<file path="src/rtl/fp32_pkg.sv">
// Shared types and constants for the binary32 add/subtract core.
package fp32_pkg;

   typedef enum logic [2:0] {
      IDLE,
      ALIGN,
      ADD,
      NORM,
      ROUND,
      DONE
   } fp32_add_state_t;

   localparam logic [31:0] FP32_QNAN     = 32'h7FC00000;
   localparam int          FP32_EXP_BIAS = 127;
   localparam int          FP32_EXP_MAX  = 255;

   localparam int FP32_EXP_W  = 8;
   localparam int FP32_FRAC_W = 23;
   localparam int FP32_SIG_W  = 27;

endpackage

</file>
<file path="src/rtl/fp32_lzc.sv">
// Combinational leading-zero counter over the 28-bit raw sum (28 when all zero).
module fp32_lzc (
   input  logic [27:0] value,
   output logic [4:0]  count
);

   // Scan upward so the highest set bit is the last one to set the count.
   always_comb begin
      count = 5'd28;
      for (int i = 0; i < 28; i++) begin
         if (value[i]) count = 5'(27 - i);
      end
   end

endmodule

</file>
<file path="src/rtl/fp32_add_seq.sv">
// Multi-cycle binary32 adder/subtractor: IDLE -> ALIGN -> ADD -> NORM -> ROUND -> DONE.
module fp32_add_seq
   import fp32_pkg::*;
(
   input  logic        clk,
   input  logic        rst_n,
   input  logic        in_valid,
   output logic        in_ready,
   input  logic [31:0] in_a,
   input  logic [31:0] in_b,
   input  logic        in_op,
   output logic        out_valid,
   input  logic        out_ready,
   output logic [31:0] out_result,
   output logic        out_invalid,
   output logic        out_overflow
);

   fp32_add_state_t state, state_next;

   logic [31:0] a_q, b_q;
   logic        spec_q, spec_inv_q, big_sign_q, zero_sign_q, eff_sub_q;
   logic [31:0] spec_val_q;
   logic [FP32_EXP_W:0]   exp_q, norm_exp_q;
   logic [FP32_SIG_W-1:0] big_sig_q, small_sig_q, norm_sig_q;
   logic [FP32_SIG_W:0]   sum_q;
   logic        norm_zero_q, norm_sign_q;
   logic [31:0] result_q;
   logic        invalid_q, overflow_q;

   logic [30:0] mag_a, mag_b, mag_big, mag_small;
   logic        swap, sign_big;
   logic [FP32_EXP_W-1:0] exp_diff;
   logic [FP32_SIG_W-1:0] sig_big_w, sig_small_w, small_shifted, lost_mask;
   logic        a_nan, b_nan, a_inf, b_inf, spec_hit, spec_inv;
   logic [31:0] spec_val;

   logic [4:0]  lz_count, norm_shamt;
   logic [FP32_SIG_W-1:0] norm_sig;
   logic [FP32_EXP_W:0]   norm_exp;
   logic        norm_zero, norm_sign;

   logic        round_inc;
   logic [24:0] rounded;
   logic [FP32_EXP_W:0]   round_exp;
   logic [FP32_FRAC_W-1:0] round_frac;
   logic [31:0] round_result;
   logic        round_overflow;

   // State register; reset abandons any operation in flight.
   always_ff @(posedge clk) begin
      if (!rst_n) state <= IDLE;
      else        state <= state_next;
   end

   // Fixed walk through the pipeline stages, waiting in DONE for the consumer.
   always_comb begin
      state_next = state;
      case (state)
         IDLE:    if (in_valid) state_next = ALIGN;
         ALIGN:   state_next = ADD;
         ADD:     state_next = NORM;
         NORM:    state_next = ROUND;
         ROUND:   state_next = DONE;
         DONE:    if (out_ready) state_next = IDLE;
         default: state_next = IDLE;
      endcase
   end

   assign in_ready     = (state == IDLE);
   assign out_valid    = (state == DONE);
   assign out_result   = result_q;
   assign out_invalid  = invalid_q;
   assign out_overflow = overflow_q;

   // Unpack, flush subnormals, order by magnitude, align the smaller significand and resolve specials.
   always_comb begin
      mag_a       = (a_q[30:23] == 8'd0) ? 31'd0 : a_q[30:0];
      mag_b       = (b_q[30:23] == 8'd0) ? 31'd0 : b_q[30:0];
      swap        = (mag_b > mag_a);
      mag_big     = swap ? mag_b : mag_a;
      mag_small   = swap ? mag_a : mag_b;
      sign_big    = swap ? b_q[31] : a_q[31];
      sig_big_w   = {|mag_big[30:23], mag_big[22:0], 3'b000};
      sig_small_w = {|mag_small[30:23], mag_small[22:0], 3'b000};
      exp_diff    = mag_big[30:23] - mag_small[30:23];
      lost_mask   = '0;
      if (exp_diff >= 8'd27) begin
         small_shifted = {26'd0, |sig_small_w};
      end else begin
         lost_mask        = ~({FP32_SIG_W{1'b1}} << exp_diff);
         small_shifted    = sig_small_w >> exp_diff;
         small_shifted[0] = small_shifted[0] | (|(sig_small_w & lost_mask));
      end
      a_nan    = (&a_q[30:23]) && (|a_q[22:0]);
      b_nan    = (&b_q[30:23]) && (|b_q[22:0]);
      a_inf    = (&a_q[30:23]) && !(|a_q[22:0]);
      b_inf    = (&b_q[30:23]) && !(|b_q[22:0]);
      spec_hit = a_nan || b_nan || a_inf || b_inf;
      spec_inv = a_nan || b_nan || (a_inf && b_inf && (a_q[31] != b_q[31]));
      if (spec_inv)   spec_val = FP32_QNAN;
      else if (a_inf) spec_val = a_q;
      else            spec_val = b_q;
   end

   fp32_lzc u_lzc (
      .value (sum_q),
      .count (lz_count)
   );

   // Renormalise the raw sum: carry shifts right, otherwise shift left unless that would underflow.
   always_comb begin
      norm_shamt = lz_count - 5'd1;
      norm_sig   = '0;
      norm_exp   = exp_q;
      norm_zero  = 1'b0;
      norm_sign  = big_sign_q;
      if (sum_q[FP32_SIG_W]) begin
         norm_sig = {sum_q[27:2], sum_q[1] | sum_q[0]};
         norm_exp = exp_q + 9'd1;
      end else if (sum_q == '0) begin
         norm_zero = 1'b1;
         norm_sign = zero_sign_q;
      end else if ({4'd0, norm_shamt} >= exp_q) begin
         norm_zero = 1'b1;
      end else begin
         norm_sig = sum_q[26:0] << norm_shamt;
         norm_exp = exp_q - {4'd0, norm_shamt};
      end
   end

   // Round to nearest even and pack, letting specials override the arithmetic result.
   always_comb begin
      round_inc      = norm_sig_q[2] && (norm_sig_q[1] || norm_sig_q[0] || norm_sig_q[3]);
      rounded        = {1'b0, norm_sig_q[26:3]} + {24'd0, round_inc};
      round_exp      = norm_exp_q + {8'd0, rounded[24]};
      round_frac     = rounded[24] ? rounded[23:1] : rounded[22:0];
      round_overflow = 1'b0;
      if (spec_q) begin
         round_result = spec_val_q;
      end else if (norm_zero_q) begin
         round_result = {norm_sign_q, 31'd0};
      end else if (round_exp >= 9'(FP32_EXP_MAX)) begin
         round_result   = {norm_sign_q, 8'hFF, 23'd0};
         round_overflow = 1'b1;
      end else begin
         round_result = {norm_sign_q, round_exp[7:0], round_frac};
      end
   end

   // Datapath registers advance one stage per state; subtraction becomes a sign flip on b.
   always_ff @(posedge clk) begin
      case (state)
         IDLE: begin
            if (in_valid) begin
               a_q <= in_a;
               b_q <= {in_b[31] ^ in_op, in_b[30:0]};
            end
         end
         ALIGN: begin
            spec_q      <= spec_hit;
            spec_inv_q  <= spec_inv;
            spec_val_q  <= spec_val;
            big_sign_q  <= sign_big;
            zero_sign_q <= a_q[31] & b_q[31];
            eff_sub_q   <= a_q[31] ^ b_q[31];
            exp_q       <= {1'b0, mag_big[30:23]};
            big_sig_q   <= sig_big_w;
            small_sig_q <= small_shifted;
         end
         ADD: begin
            sum_q <= eff_sub_q ? ({1'b0, big_sig_q} - {1'b0, small_sig_q})
                               : ({1'b0, big_sig_q} + {1'b0, small_sig_q});
         end
         NORM: begin
            norm_sig_q  <= norm_sig;
            norm_exp_q  <= norm_exp;
            norm_zero_q <= norm_zero;
            norm_sign_q <= norm_sign;
         end
         default: ;
      endcase
   end

   // Result and flags are captured once in ROUND and held through DONE.
   always_ff @(posedge clk) begin
      if (!rst_n) begin
         result_q   <= 32'd0;
         invalid_q  <= 1'b0;
         overflow_q <= 1'b0;
      end else if (state == ROUND) begin
         result_q   <= round_result;
         invalid_q  <= spec_q && spec_inv_q;
         overflow_q <= !spec_q && round_overflow;
      end
   end

endmodule

</file>
<file path="config.mk">
export PLATFORM = sky130hd
export DESIGN_NAME = fp32_add_seq
export DESIGN_NICKNAME = d
export VERILOG_FILES = /design/src/rtl/fp32_pkg.sv /design/src/rtl/fp32_lzc.sv /design/src/rtl/fp32_add_seq.sv
export SDC_FILE = /design/constraint.sdc
export NUM_CORES = 1
export LEC_CHECK = 0
export CORE_MARGIN = 2
export CORE_UTILIZATION = 28
export DETAILED_ROUTE_END_ITERATION = 10
export HOLD_SLACK_MARGIN = 0.06
export PLACE_DENSITY = 0.49
export SLEW_MARGIN = 10
export SYNTH_ARGS = -nofsm -noshare
export SYNTH_HDL_FRONTEND = slang
export SYNTH_SLANG_ARGS = --single-unit
export TNS_END_PERCENT = 50
</file>
<file path="constraint.sdc">
create_clock -name clk -period 12.16 [get_ports clk]
set_input_delay 1.216 -clock clk [delete_from_list [all_inputs] [get_ports clk]]
set_output_delay 1.216 -clock clk [all_outputs]
set_load 0.1 [all_outputs]
</file>
# Yosys cells after proc, flatten, opt, wreduce, memory -nomap -nowiden

Index checks and enable logic that the tools add are counted.

Register bits after elaboration: 263
Output and inout port bits: 36

Add/sub/neg operators: 8
Order comparisons: 4
Equal/unequal tests: 8
Shifts and indexed selects: 3
Multiplexer cells: 56
Bitwise gates (word level): 7
Reductions and logical operators: 32

Operators by type and width:

| cell                                                                | number |
|---|---|
| 31-bit two-way mux                                                  | 6 |
| 5-bit two-way mux                                                   | 16 |
| 32-bit two-way mux                                                  | 2 |
| 27-bit two-way mux                                                  | 2 |
| 23-bit OR reduction                                                 | 2 |
| 4-bit two-way mux                                                   | 8 |
| 31-bit greater-than comparator                                      | 1 |
| 31-bit OR reduction                                                 | 1 |
| 27-bit by 27-bit adder with 28-bit output                           | 1 |
| 28-bit logical NOT                                                  | 1 |
| 28-bit two-way mux                                                  | 1 |
| 27-bit by 27-bit subtractor with 28-bit output                      | 1 |
| 27-bit bitwise AND                                                  | 1 |
| 9-bit two-way mux                                                   | 3 |
| 27-bit NOT                                                          | 1 |
| 27-bit OR reduction                                                 | 1 |
| 27-bit by 5-bit << shifter with 27-bit output                       | 1 |
| 27-bit by 8-bit << shifter with 27-bit output, first input constant | 1 |
| 27-bit by 8-bit right shift with 27-bit output                      | 1 |
| 26-bit two-way mux                                                  | 1 |
| 24-bit by 1-bit adder with 25-bit output                            | 1 |
| 23-bit two-way mux                                                  | 1 |
| 3-bit two-way mux                                                   | 6 |
| 3-bit one-hot mux with 6 select lines                               | 1 |
| 26 further kinds                                                    | 57 |

# Longest topological paths before layout

Depth after elaboration: 33
Gate-level depth with buffers: 26

# By module

From an unflattened synthesis, not the netlist that was laid out.

Cell total of the unflattened synthesis: 1946
Area, all modules: 18126.1 sq um

Modules (own cells, without submodules):

| module       | instances | cells each | area each (sq um) | seq. area each (sq um) |
|---|---|---|---|---|
| fp32_add_seq | 1         | 1886       | 17789.6           | 7527.2 |
| fp32_lzc     | 1         | 60         | 336.6             | 0.0 |

# Worst setup path before layout

OpenSTA, ideal clock, no wires.

Path kind: flip-flop to flip-flop
From: reg state[0]
To: reg big_sig_q[10] (enable)
Library setup time: 688 ps
Arrival time: 7548 ps
Data required time: 11472 ps
Path slack: 3924 ps
Stages on the path, launching flop included: 3
Path buffers: 1
Cell sequence: dfxtp_1 clkbuf_1 nor3b_1

Cells in the longest elaborated chain, start to end: 1

Ends and longest elaborated chain:

| what                                           | line                | text |
|---|---|---|
| start, declared                                | fp32_add_seq.sv:19  | `fp32_add_state_t state, state_next;` |
| start signal, assigned                         | fp32_add_seq.sv:53  | `else state <= state_next;` |
| 3-bit by 1-bit equality test with 1-bit output | fp32_add_seq.sv:153 | `case (state)` |
| end signal, assigned                           | fp32_add_seq.sv:168 | `big_sig_q <= sig_big_w;` |
| end, declared                                  | fp32_add_seq.sv:25  | `logic [FP32_SIG_W-1:0] big_sig_q, small_sig_q, norm_sig_q;` |

Every way passes these cells.
A chain may end at the register's enable or synchronous reset.

# Worst setup path after layout

From: reg b_q[29]
To: reg small_sig_q[0] (data pin)

Cells in the longest elaborated chain, start to end: 11

Ends and longest elaborated chain:

| what                                          | line                                   | text |
|---|---|---|
| start, declared                               | fp32_add_seq.sv:21                     | `logic [31:0] a_q, b_q;` |
| start signal, assigned                        | fp32_add_seq.sv:157                    | `b_q <= {in_b[31] ^ in_op, in_b[30:0]};` |
| 8-bit logical NOT                             | fp32_add_seq.sv:79                     | `mag_b = (b_q[30:23] == 8'd0) ? 31'd0 : b_q[30:0];` |
| 31-bit two-way mux *                          | fp32_add_seq.sv:79                     |  |
| 31-bit greater-than comparator                | fp32_add_seq.sv:80                     | `swap = (mag_b > mag_a);` |
| 31-bit two-way mux (on tied branches)         | fp32_add_seq.sv:81, fp32_add_seq.sv:82 |  |
| 8-bit subtractor                              | fp32_add_seq.sv:86                     | `exp_diff = mag_big[30:23] - mag_small[30:23];` |
| 27-bit by 8-bit << shifter with 27-bit output | fp32_add_seq.sv:91                     | `lost_mask = ~({FP32_SIG_W{1'b1}} << exp_diff);` |
| 27-bit NOT                                    | fp32_add_seq.sv:91                     |  |
| 27-bit bitwise AND                            | fp32_add_seq.sv:93                     | `small_shifted[0] = small_shifted[0] \| (\|(sig_small_w & lost_mask));` |
| 27-bit OR reduction                           | fp32_add_seq.sv:93                     |  |
| 1-bit OR                                      | fp32_add_seq.sv:93                     |  |
| 1-bit two-way mux *                           | fp32_add_seq.sv:88                     | `if (exp_diff >= 8'd27) begin` |
| via small_shifted[0]                          | fp32_add_seq.sv:34                     | `logic [FP32_SIG_W-1:0] sig_big_w, sig_small_w, small_shifted, lost_mask;` |
| end signal, assigned                          | fp32_add_seq.sv:169                    | `small_sig_q <= small_shifted;` |
| end, declared                                 | fp32_add_seq.sv:25                     |  |

The timed path passes the listed nets; every way through them passes the cells marked *.

==> flow_summary.toml <==
[synthesis]
syn_inst = 1880
synth_edf_count = 226
synthSimpleGateAreaFrac_pct = 17.3
synthMostInstantiatedCell = "edfxtp_1"
ys_ff_latch = 263
syn_avg_cell_area_um2 = 9.53
yosysTopAreaCell = "edfxtp_1"
synthAdderAreaFrac_pct = 6.76
yosysSeqAreaShare_pct = 42.0
synthTopCellsByArea = "edfxtp_1, ha_1, dfxtp_1"
ys.flop_type = "edfxtp_1"
synth_fp_nets = 2043
yosysTopAreaCellShare_pct = 37.9
synth_xor_area_share_pct = 3.28
synth_warnings = 0
synth_top_family_by_area = "compound AO/OA/AOI/OAI gates"
ys_async_sr_fraction_pct = 0
yosys-top-cells-count = "edfxtp_1, nand2_1, nor2_1"
netlist_area_mm2 = 0.0179
yosysUniqueCellTypes = 87
synth_compound_area_share_pct = 17.5
synth_mux_area_share_pct = 8.42

[timing]
timing.final.ws_setup_ps = 4880
drv_slew = 0
rsz0062_at_grt = "false"
post-route-period-util_pct = 59.9
final.min_clock_period_ps = 7280
fin_setup_tns_ps = 0
tightestPinTransition_ps = 1150
max_freq_ghz = 0.137
finClkSkew_ps = 22.1
slew-limit-headroom_pct = 23.1
timing_hold_violations_final = 0
worst_hold_slack_ps = 471
finalSetupViolations = 0

[floorplan]
dieArea_mm2 = 0.0660
die_x_um = 257
row_count = 92
pin_count = 105
start_util_pct = 28.3
coreArea_mm2 = 0.0632
die_h_um = 257

[global_route]
top_usage_layer = "met2"
grt_max_degree = 72
grt_use_met2_pct = 28.1
antenna_found_initial = 4
gr-total-overflow = 0
met1_usage_pct = 23.9
grt_use_met3_pct = 1.98
grt_pass1_vias = 14300
grt_pass1_wl_mm = 88.1
grt_util_all_layers_pct = 17.1

[clock_tree]
cts_tree = "done"
cts_inserted_buffers = 30
insertion_delay_ps = 600
h-tree-depth = 1
clockBufferDepth = 3
postCtsHoldBufs = 0
postCtsSetupBuffers = 0
clock-sinks = 263
clk_pin_slew_ps = 60
cts_root_buf = "clkbuf_16"
post_cts_resized = 0

[layout]
drive_gt1_share_pct = 7.76
antennaDiodeCount = 0
final_area_mm2 = 0.0208
syn_to_final_growth_pct = 16.3
layout.cells.non_filler = 2806
final_nets = 2099

[setup_path]
critPathMaxFanout = 25
endpoint_kind = "flip-flop"
cp_slowest_cell = "xor2_1"
cp.required_ps = 12480
cp_num_buf_inv = 1
crit_chain = "nor4_1, nand2_1, nand2_1, inv_1, ha_1, a2111oi_0, o21ai_0, o22a_1, or4_1, a31oi_1, and2_1, ha_1, o31ai_4, o211ai_1, xor2_1, nand2b_1, or4b_1, a21oi_1, a31o_2, a32oi_1"
arrival_ps = 7610
crit_type = "reg -> reg"
max_stage_delay_ps = 880
critPathTopFamily = "simple AND/OR/NAND/NOR gates"
cp-start-kind = "flip-flop"

[placed_design]
numPortBuffers = 104
routabilityCongestion = 0.897
placed_cells = 2750
place_area_mm2 = 0.0198
pre_cts_ws_ps = 5010
dp_hpwl_mm = 44.7

[hold_path]
hold_class = "reg -> reg"

[power_and_ir_drop]
ir_worst_vdd_v = 0.000134
p_leak_uw = 0.00761
powerDensity_mw_per_mm2 = 166

[routing]
routed_wl_mm = 57.8
detail_route.vias_per_cell = 5.26
vias = 14800
routedWlPerCell_um = 20.6
drtPass1Iterations = 5
drc_errors = 0
ant_nets = 0
drtIter0Drc = 1263

[status]
status = "finished, final reports clean"

[run]
drv_cap = 0
## metrics by stage
step,utilization (%),power (uW)
after floorplan,-,2140
after global placement,31.4,2540
after detailed placement,31.4,2530
after CTS,33.0,3470
after global routing,33.0,3640
final,33.0,3460
## cell families after synthesis
group | Yosys count
multiplexers | 111
XOR/XNOR | 67
AO/OA/AOI/OAI | 485
buffers and inverters | 213
flip-flops | 263
adder cells (fa/ha/maj) | 96
AND/OR/NAND/NOR | 645
## layout by cell type, fill, tap and decap left out, drive strengths merged, types with 7 or more instances in the layout
| cell | instances |
|---|---|
| nand4 | 27 |
| a22oi | 10 |
| clkbuf | 36 |
| mux2i | 64 |
| and3 | 17 |
| a211oi | 21 |
| nand2 | 194 |
| nor2 | 159 |
| o31ai | 14 |
| dfxtp | 37 |
| xnor2 | 42 |
| o211ai | 25 |
| o21a | 11 |
| xor2 | 25 |
| nor2b | 17 |
| buf | 26 |
| a21oi | 134 |
| clkdlybuf4s50 | 104 |
| and2 | 39 |
| a22o | 7 |
| nor3b | 19 |
| ha | 92 |
| mux2 | 17 |
| a221oi | 13 |
| o221ai | 9 |
| a31oi | 13 |
| a21o | 11 |
| a21boi | 7 |
| clkinv | 14 |
| inv | 105 |
| nand2b | 13 |
| nor4 | 24 |
| mux4 | 30 |
| edfxtp | 226 |
| nand3 | 54 |
| or3 | 21 |
| o21ai | 137 |
| nor3 | 40 |
## power breakdown
group	internal [uW]	switching [uW]	leakage, uW
sequential	1110	90.8	0.00241
clock	541	388	0.000479
combinational	490	848	0.00473
total	2140	1330	0.00761
## cell type report
cell class,instances,area [um2]
clock buffer,36,773
clock inverter,20,238
fill,6444,42400
inverter,107,402
multi-input combinational,1404,9590
sequential,263,7530
tap,846,1060
timing repair buffer,130,1240
## registers in the layout, summed over array words and instances (netlist names), 9 cells and up
register,count
a_q,32
b_q,32
out_result,32
spec_val_q,32
sum_q,28
norm_sig_q,27
small_sig_q,27
big_sig_q,24
norm_exp_q,9
## worst paths after layout
| path | slack, ps | depth (start not counted) | from | to |
|---|---|---|---|---|
| worst max-delay path | 4880 | 20 | b_q[29]$_DFFE_PP_ | small_sig_q[0]$_DFFE_PP_ |
| worst min-delay path | 470 | 2 | out_invalid$_SDFFE_PN0N_ | out_invalid$_SDFFE_PN0N_ |
| worst max register to register | 4880 | 20 | b_q[29]$_DFFE_PP_ | small_sig_q[0]$_DFFE_PP_ |
| worst min register to register | 470 | 2 | out_invalid$_SDFFE_PN0N_ | out_invalid$_SDFFE_PN0N_ |
## worst min-delay path, stage by stage (launching register included)
cell and delay (ps):
dfxtp_1 310, nand2_1 50, a21boi_0 60
## metal layers
metal / vias up / part of all wire [%]
met5: - / 0
met2: 464 / 46
met4: 0 / 2.6
li1: 7101 / -
met3: 64 / 5.5
met1: 7122 / 46
Power figures use the tool's default switching activity.
